File: src/rtl/alu_exec_unit.sv
// EX-stage execute unit: single-cycle RV32I register ops plus iterative M-extension
// multiply/divide, with valid/ready handshakes on both the issue and result sides.
module alu_exec_unit #(
  parameter int XLEN     = 32,
  parameter bit ENABLE_M = 1'b1
) (
  input  logic            clk,
  input  logic            rst,
  input  logic            flush,
  input  logic            in_valid,
  output logic            in_ready,
  input  logic [4:0]      ALUctr,
  input  logic [XLEN-1:0] op_a,
  input  logic [XLEN-1:0] op_b,
  output logic            out_valid,
  input  logic            out_ready,
  output logic [XLEN-1:0] result,
  output logic            zero,
  output logic            less
);
  // Handshake: a transfer happens on a rising edge where valid & ready are both high;
  // an op is latched on in_valid & in_ready & ~flush, a result leaves on out_valid & out_ready.
  localparam int SW = $clog2(XLEN);
  localparam logic [1:0] S_IDLE = 2'd0, S_BUSY = 2'd1, S_DONE = 2'd2;
  localparam logic [4:0] OP_ADD = 5'b00000, OP_SUB = 5'b00001, OP_SLL = 5'b00010,
                         OP_SLT = 5'b00011, OP_SLTU = 5'b00100, OP_XOR = 5'b00101,
                         OP_SRL = 5'b00110, OP_SRA = 5'b00111, OP_OR = 5'b01000,
                         OP_AND = 5'b01001, OP_MUL = 5'b10100, OP_MULH = 5'b10101,
                         OP_MULHSU = 5'b10110, OP_DIV = 5'b11000, OP_REM = 5'b11010;
  localparam logic [XLEN-1:0] MOST_NEG = {1'b1, {(XLEN-1){1'b0}}};

  logic [1:0]      state;
  logic [SW-1:0]   count;
  logic [4:0]      op_q;
  logic            neg_q;
  logic [XLEN-1:0] m_q;
  logic [XLEN:0]   acc;
  logic [XLEN-1:0] lo;

  logic            accept, m_mul, m_div, sgn_a, sgn_b, div_zero, div_ovf, start_iter;
  logic [XLEN-1:0] abs_a, abs_b, base_res, quick_res, iter_res;
  logic [SW-1:0]   shamt;
  logic [XLEN:0]   mul_sum, div_sh, nxt_acc;
  logic [XLEN+1:0] div_diff;
  logic [XLEN-1:0] nxt_lo;
  logic [2*XLEN-1:0] prod, prod_f;
  logic            div_ok;

  assign in_ready  = (state == S_IDLE) | ((state == S_DONE) & out_ready);
  assign out_valid = (state == S_DONE);
  assign accept    = in_valid & in_ready & ~flush;

  assign m_mul    = ENABLE_M && (ALUctr[4:2] == 3'b101);
  assign m_div    = ENABLE_M && (ALUctr[4:2] == 3'b110);
  assign sgn_a    = op_a[XLEN-1] & (ALUctr inside {OP_MUL, OP_MULH, OP_MULHSU, OP_DIV, OP_REM});
  assign sgn_b    = op_b[XLEN-1] & (ALUctr inside {OP_MUL, OP_MULH, OP_DIV, OP_REM});
  assign abs_a    = sgn_a ? -op_a : op_a;
  assign abs_b    = sgn_b ? -op_b : op_b;
  assign div_zero = (op_b == '0);
  assign div_ovf  = (ALUctr inside {OP_DIV, OP_REM}) && (op_a == MOST_NEG) && (op_b == '1);
  assign start_iter = m_mul | (m_div & ~div_zero & ~div_ovf);
  assign shamt    = op_b[SW-1:0];

  always_comb begin
    base_res = '0;
    case (ALUctr)
      OP_ADD:  base_res = op_a + op_b;
      OP_SUB:  base_res = op_a - op_b;
      OP_SLL:  base_res = op_a << shamt;
      OP_SLT:  base_res = {{(XLEN-1){1'b0}}, $signed(op_a) < $signed(op_b)};
      OP_SLTU: base_res = {{(XLEN-1){1'b0}}, op_a < op_b};
      OP_XOR:  base_res = op_a ^ op_b;
      OP_SRL:  base_res = op_a >> shamt;
      OP_SRA:  base_res = $unsigned($signed(op_a) >>> shamt);
      OP_OR:   base_res = op_a | op_b;
      OP_AND:  base_res = op_a & op_b;
      default: base_res = '0;
    endcase
  end

  // Divide fast paths: ALUctr[1] selects the remainder flavour (REM/REMU).
  always_comb begin
    quick_res = base_res;
    if (m_div && div_zero)     quick_res = ALUctr[1] ? op_a : '1;
    else if (m_div && div_ovf) quick_res = ALUctr[1] ? '0 : op_a;
  end

  // One iteration: shift-add for multiply (lo holds multiplier), restoring divide otherwise.
  always_comb begin
    mul_sum  = {1'b0, acc[XLEN-1:0]} + (lo[0] ? {1'b0, m_q} : '0);
    div_sh   = {acc[XLEN-1:0], lo[XLEN-1]};
    div_diff = {1'b0, div_sh} - {2'b00, m_q};
    div_ok   = ~div_diff[XLEN+1];
    if (op_q[3:2] == 2'b01) begin
      nxt_acc = {1'b0, mul_sum[XLEN:1]};
      nxt_lo  = {mul_sum[0], lo[XLEN-1:1]};
    end else begin
      nxt_acc = div_ok ? div_diff[XLEN:0] : div_sh;
      nxt_lo  = {lo[XLEN-2:0], div_ok};
    end
    prod   = {nxt_acc[XLEN-1:0], nxt_lo};
    prod_f = neg_q ? -prod : prod;
    if (op_q[3:2] == 2'b01)
      iter_res = (op_q[1:0] == 2'b00) ? prod_f[XLEN-1:0] : prod_f[2*XLEN-1:XLEN];
    else if (op_q[1])
      iter_res = neg_q ? -nxt_acc[XLEN-1:0] : nxt_acc[XLEN-1:0];
    else
      iter_res = neg_q ? -nxt_lo : nxt_lo;
  end

  always_ff @(posedge clk) begin
    if (rst) begin
      state  <= S_IDLE;
      count  <= '0;
      op_q   <= '0;
      neg_q  <= 1'b0;
      m_q    <= '0;
      acc    <= '0;
      lo     <= '0;
      result <= '0;
      zero   <= 1'b0;
      less   <= 1'b0;
    end else if (flush) begin
      state <= S_IDLE;
      count <= '0;
    end else begin
      case (state)
        S_BUSY: begin
          acc   <= nxt_acc;
          lo    <= nxt_lo;
          count <= count + 1'b1;
          if (count == SW'(XLEN-1)) begin
            state  <= S_DONE;
            result <= iter_res;
            zero   <= (iter_res == '0);
            less   <= iter_res[XLEN-1];
          end
        end
        default: begin
          if (accept) begin
            if (start_iter) begin
              state <= S_BUSY;
              count <= '0;
              op_q  <= ALUctr;
              acc   <= '0;
              neg_q <= (m_div && ALUctr[1]) ? sgn_a : (sgn_a ^ sgn_b);
              m_q   <= m_mul ? abs_a : abs_b;
              lo    <= m_mul ? abs_b : abs_a;
            end else begin
              state  <= S_DONE;
              result <= quick_res;
              zero   <= (quick_res == '0);
              less   <= quick_res[XLEN-1];
            end
          end else if (state == S_DONE && out_ready) begin
            state <= S_IDLE;
          end
        end
      endcase
    end
  end
endmodule
File: config.mk
export PLATFORM = sky130hd
export DESIGN_NAME = alu_exec_unit
export DESIGN_NICKNAME = d
export VERILOG_FILES = /design/src/rtl/alu_exec_unit.sv
export SDC_FILE = /design/constraint.sdc
export NUM_CORES = 1
export LEC_CHECK = 0
export BUFFER_PORTS_ARGS = -buffer_cell sky130_fd_sc_hd__buf_2
export CELL_PAD_IN_SITES_DETAIL_PLACEMENT = 0
export CELL_PAD_IN_SITES_GLOBAL_PLACEMENT = 1
export CORE_MARGIN = 1
export CORE_UTILIZATION = 45
export DETAILED_ROUTE_END_ITERATION = 12
export PLACE_DENSITY_LB_ADDON = 0.1
export SLEW_MARGIN = 15
export SYNTH_ARGS = -nofsm -noshare
export SYNTH_HDL_FRONTEND = slang
export SYNTH_SLANG_ARGS = --single-unit
File: constraint.sdc
create_clock -name clk -period 12.7 [get_ports clk]
set_input_delay 1.905 -clock clk [delete_from_list [all_inputs] [get_ports clk]]
set_output_delay 1.905 -clock clk [all_outputs]
set_load 0.005 [all_outputs]
=== Word-level counts from Yosys, hierarchy flattened ===
Index checks and enable logic that the tools add are counted.

* Flip-flop bits (word level): 142
* Input port bits: 74
* Output and inout bits: 36
* Logic and storage cells: 137

* Add/subtract/negate cells: 10
* Order comparisons: 2
* Equal/unequal tests: 24
* Shifts and indexed selects: 3
* Mux-type cells: 46
* Bitwise gates (word level): 18
* Reductions and logical operators: 24

{| class="wikitable"
|+ Operators with widths
! operator !! count
|-
| 32-bit two-way mux || 27
|-
| 32-bit one-hot mux with 10 select lines || 1
|-
| 32-bit negation || 4
|-
| 32-bit logical NOT || 3
|-
| 32-bit equality test (second input constant) || 2
|-
| 32-bit less-than comparator || 2
|-
| 64-bit two-way mux || 1
|-
| 64-bit negation || 1
|-
| 33-bit by 32-bit subtractor with 34-bit output || 1
|-
| 32-bit by 32-bit adder with 33-bit output || 1
|-
| 32-bit adder || 1
|-
| 32-bit AND || 1
|-
| 32-bit bitwise OR || 1
|-
| 32-bit by 5-bit left shift with 32-bit output || 1
|-
| 32-bit by 5-bit right shift with 32-bit output || 1
|-
| 32-bit by 5-bit >>> shifter with 32-bit output || 1
|-
| 32-bit subtractor || 1
|-
| 32-bit XOR || 1
|-
| 5-bit equality test (second input constant) || 6
|-
| 5-bit by 3-bit equality test with 1-bit output (second input constant) || 4
|-
| 5-bit two-way mux || 3
|-
| 5-bit by 2-bit equality test with 1-bit output (second input constant) || 2
|-
| 5-bit by 4-bit equality test with 1-bit output (second input constant) || 2
|-
| 2-bit two-way mux || 5
|-
| 23 further kinds || 54
|}

=== Longest topological paths before layout ===
* Depth in word-level cells: 11
* Gate-level depth with buffers: 27
* Gate-level depth less buffers: 24

=== Worst setup path after synthesis ===
No wires, ideal clock.

* Path type: input -> register
* Start: input op_b[2]
* End: register zero
* Library setup time: 59 ps
* Arrival: 7145 ps
* Required time: 12641 ps
* Slack: 5496 ps
* Stages on the path: 23
* Buffers on the path: 5
* Cell sequence: clkbuf_1 > inv_1 > buf_1 > clkbuf_1 > clkbuf_1 > buf_1 > ha_1 > a21o_1 > a21oi_1 > o211ai_1 > a31o_2 > a211oi_1 > or3_1 > a32oi_1 > o32a_1 > nor4_1 > and3_1 > nand4_1 > or4_1 > nor4_1 > and3_1 > a31oi_1 > nand2_1

* Word-level cells in the longest chain between the ends: 9
* Elaborated cells between the ends (all ways): 29
* Those cells by class: 2 x add/sub; 2 x order compare; 2 x eq/ne; 3 x shift; 6 x mux; 8 x bitwise; 6 x reduce/logical

{| class="wikitable"
|+ Ends and longest elaborated chain
! item !! RTL line !! source
|-
| from (decl) || 14 || <nowiki>input logic [XLEN-1:0] op_b,</nowiki>
|-
| parallel branches: the longest is 9 deep, another holds 32-bit subtractor || - ||
|-
| to (signal assigned) || 135 || <nowiki>zero <= (iter_res == '0);</nowiki>
|-
| to (signal assigned) || 152 || <nowiki>zero <= (quick_res == '0);</nowiki>
|-
| to (decl) || 18 || <nowiki>output logic zero,</nowiki>
|}

Parallel ways; which one is timed is not known. The select of a mux whose other input is x is not followed.
A chain may end at the register's enable or synchronous reset.

=== Worst setup path after layout ===
* Start: register m_q[18]
* End: register zero

* Word-level cells in the longest chain between the ends: 10
* Elaborated cells between the ends (all ways): 19
* Those cells by class: 5 x add/sub; 12 x mux; 1 x bitwise; 1 x reduce/logical

{| class="wikitable"
|+ Ends and longest elaborated chain
! item !! RTL line !! source
|-
| from (decl) || 36 || <nowiki>logic [XLEN-1:0] m_q;</nowiki>
|-
| from (signal assigned) || 147 || <nowiki>m_q <= m_mul ? abs_a : abs_b;</nowiki>
|-
| 33-bit by 32-bit subtractor with 34-bit output / 32-bit two-way mux (equally long branches) || 92, 90 ||
|-
| 32-bit two-way mux (tied with other cells) || 98 || <nowiki>nxt_acc = div_ok ? div_diff[XLEN:0] : div_sh;</nowiki>
|-
| 32-bit two-way mux || 94 || <nowiki>if (op_q[3:2] == 2'b01) begin</nowiki>
|-
| 64-bit negation (tied with other cells) || 102 || <nowiki>prod_f = neg_q ? -prod : prod;</nowiki>
|-
| 64-bit two-way mux (tied with other cells) || 102 ||
|-
| 32-bit two-way mux, on equally long branches || 104, 105 ||
|-
| 32-bit two-way mux * || 103 || <nowiki>if (op_q[3:2] == 2'b01)</nowiki>
|-
| 32-bit logical NOT * || 135 ||
|-
| 1-bit two-way mux * || 132 || <nowiki>if (count == SW'(XLEN-1)) begin</nowiki>
|-
| 1-bit two-way mux * || 127 || <nowiki>case (state)</nowiki>
|}

Every way passes the cells marked *; elsewhere a longest branch is shown, timed or not. The select of a mux whose other input is x is not followed.

==> impl_metrics.toml <==
[run_status]
outcome = "finished, final reports clean"

[power]
peakVddDrop_mv = 0.0906
pwr-share-clk_pct = 24.0
p_seq_share_pct = 20.2
p_per_area_nw_per_um2 = 86.7
power_frac_comb_pct = 55.9
switching_share_pct = 49.9
power.switching_uw = 1150
internal_power_uw = 1150
p_leak_uw = 0.0104

[cts]
numCtsBuffers = 17
clk_pin_slew_ns = 0.08
clk_path_buf_depth = 2
cts_resized = 0
htree_levels = 4
worstSkewPairLatency_ns = 0.48
post_cts_buffers = 0
clock-sinks = 141
cts_tree = "yes"
cts_root_buf = "clkbuf_16"
cts_hold_buf = 0

[setup_path]
slowest_stage = "nand3_1"
critical_path_required_ns = 13.13
critical_path_peak_fanout = 18
r2r_cells = 24
path_buf_inv = 3
timing.rr.start = "m_q[18]"
path_cells = "inv_1, ha_1, a21oi_1, o21bai_1, nand3_1, nand3_2, nor4_4, buf_4, o21ai_0, o21ai_0, ha_1, nand2_1, nor4b_1, buf_4, nand3_1, nor4_1, nand4_1, o32a_1, nor4_1, o311ai_1, nor4_1, nand4_1, or4_1, nand2_1"
cp_common_cell = "nor4_1"
rr_endpoint = "zero"
critPathCaptureType = "flop"
arrival_ns = 8.17
r2r_slack_ns = 4.96
startpoint_type = "flop"
cp_top_family = "simple AND/OR/NAND/NOR gates"
critPathKind = "flop to flop"
cp_slowest_stage_delay_ns = 0.58

[placement]
port_buffers = 109
dp_hpwl_mm = 95.2
placed_cells = 4221
dp_slack_ns = 5.19
gp_congestion = 1.04

[logic_synthesis]
yosys_warnings = 0
synth_seq_cells = 141
ys.flop_type = "dfxtp_1"
synth_edf_count = 0
synth.avg_cell_area_sq_um = 6.96
netlist_area_sq_um = 25100
ys_seq_area_share_pct = 11.3
synth_cell_type_count = 106
async_flop_share_pct = 0
syn_inst = 3603
synth_nets = 3849

[finish]
final_cell_count_no_fill = 4254
drive_gt1_share_pct = 10.2
nFillCells = 5717
utilization_pct = 48.2
fin_nets = 3738
areaGrowthSynthToFinish_pct = 5.88

[sta]
drv_slew = 0
worst_slack_ns = 4.96
tightest_slew_ns = 1.22
finalHoldViolCount = 0
fin_skew_ns = 0.0129
min_period_over_period_pct = 60.9
rsz0062_at_grt = "false"
period_needed_ns = 7.74
setup_viol = 0
tns_ns = 0
relSlewSlack_pct = 17.9
max_freq_ghz = 0.129

[worst_hold_path]
min_delay_worst_endpoint = "result[8]"
min_path_cells = 2
hp-class = "flop to flop"
min-delay-start = "result[8]"

[drt]
vias = 30000
dr.pass1.iters = 7
vias_per_cell = 7.06
drtAntennaViolNets = 0
drtIter0Drc = 3763
avgRoutedWirePerCell_microns = 29.8
drc = 0
wirelength_mm = 127

[floorplanning]
coreArea_sq_um = 55100
die-area_sq_um = 56700
initial_utilization_pct = 45.5
num_io_pins = 110
row_count = 86
die_h_microns = 238
die_w_microns = 238

[global_routing]
gr-total-overflow = 0
grt_pass1_vias = 27900
grt_usage_pct = 43.6
grt_pass1_wl_mm = 185
grt_max_degree = 82
grt_antenna_before_repair = 5

[run]
drv_cap = 0
[synth_stat cells (all sizes together), types with 11 or more instances]
| library cell | instances | area share [%] |
|---|---|---|
| xor2 | 48 | 1.7 |
| xnor2 | 111 | 3.9 |
| dfxtp | 141 | 11 |
| and3 | 31 | 0.77 |
| a211o | 13 | 0.45 |
| or3 | 42 | 1.1 |
| buf | 61 | 1.2 |
| o211ai | 102 | 3.1 |
| nor2b | 15 | 0.37 |
| o21a | 22 | 0.66 |
| nor3b | 13 | 0.43 |
| nand4 | 57 | 1.5 |
| o21bai | 24 | 0.72 |
| clkbuf | 239 | 3.6 |
| a32oi | 11 | 0.38 |
| a2111oi | 21 | 0.74 |
| and2 | 60 | 1.5 |
| nand3 | 80 | 1.6 |
| o221ai | 13 | 0.45 |
| a31oi | 46 | 1.1 |
| o22ai | 23 | 0.57 |
| nor3 | 107 | 2.2 |
| a311oi | 22 | 0.87 |
| nand2b | 35 | 0.87 |
| o31ai | 34 | 1.0 |
| o41ai | 16 | 0.56 |
| a22oi | 56 | 1.7 |
| a21o | 45 | 1.3 |
| mux2i | 73 | 2.9 |
| a21oi | 284 | 5.7 |
| o21ai | 223 | 4.4 |
| nor4 | 44 | 1.2 |
| o211a | 11 | 0.47 |
| a221oi | 19 | 0.66 |
| a211oi | 107 | 3.3 |
| mux4 | 71 | 6.4 |
| mux2 | 18 | 0.84 |
| or4 | 24 | 0.72 |
| inv | 159 | 2.4 |
| and4 | 11 | 0.39 |
| nor2 | 445 | 6.7 |
| nand2 | 317 | 4.8 |
| ha | 168 | 8.4 |
[metrics by stage]
stage	instance area [sq um]	hold WS [ns]	power (uW)
3_3_place_gp	25900	0.440	1690
5_1_grt	26600	0.479	2380
2_1_floorplan	25100	0.448	1300
3_5_place_dp	25900	0.445	1700
6_report	26600	0.455	2300
4_1_cts	26600	0.459	2250
[state kept, by name (all words and copies together), names as in the netlist]
signal / cells
acc: 32
count: 5
lo: 32
m_q: 32
neg_q: 1
op_q: 4
result: 32
state: 2
zero: 1
[worst min-delay path, cell delays in order, from the launching register on]
cell	delay [ns]
dfxtp_1	0.31
nand2_1	0.05
a21oi_1	0.05
[cell type report]
type	instances	area (sq um)	area share (%)
flip-flops and latches	141	2820	10.6
inverters	160	601	2.26
clock buffers	17	425	1.60
multi-input cells	3002	20600	77.4
well taps	748	936	3.52
repair buffers	170	1010	3.81
clock inverters	15	196	0.740
diodes	1	2.50	0.00942
[logic make-up after synthesis]
logic type	Yosys count	synth area share, %
DFF	141	11.3
and+or+nand+nor	1310	25.1
AOI/OAI and AO/OA	1199	32.2
buffers and inverters	460	7.14
muxes	162	10.1
adders and majority gates	172	8.70
xor gates and xnor gates	159	5.55
[cell usage in the layout, fill, tap and decap left out, types with 45 or more instances in the layout]
cell	n
a211oi_1	105
a21o_1	45
a21oi_1	278
a22oi_1	56
a31oi_1	46
and2_1	60
buf_2	106
buf_4	64
dfxtp_1	140
ha_1	168
inv_1	157
mux2i_1	73
mux4_2	71
nand2_1	314
nand3_1	79
nand4_1	55
nor2_1	441
nor3_1	102
o211ai_1	101
o21ai_0	220
xnor2_1	111
xor2_1	48
[worst max path at each step]
stage,startpoint,depth (start not counted),end
floorplan,op_b[2],23,zero
global placement,op_b[4],18,zero
detailed placement,op_b[2],19,zero
CTS,m_q[18],24,zero
global route,m_q[18],24,zero
finish,m_q[18],24,zero
[per-layer routing]
layer  share of wire [%]  vias up  track usage [%]
met5               0.045        -                0
met4                 7.4        8             28.4
met3                 9.2      464             8.60
met2                  46     1854             71.4
met1                  37    14500             52.0
li1                    -    13200                -
[power groups by stage]
stage               sequential [uW]  combinational [uW]  clock (uW)
finish                          464                1290         552
detailed placement              474                1220           0
global route                    465                1340         572
global placement                474                1220           0
CTS                             464                1230         558
floorplan                       469                 829           0
Note: power is estimated with default switching activity, not from simulation.
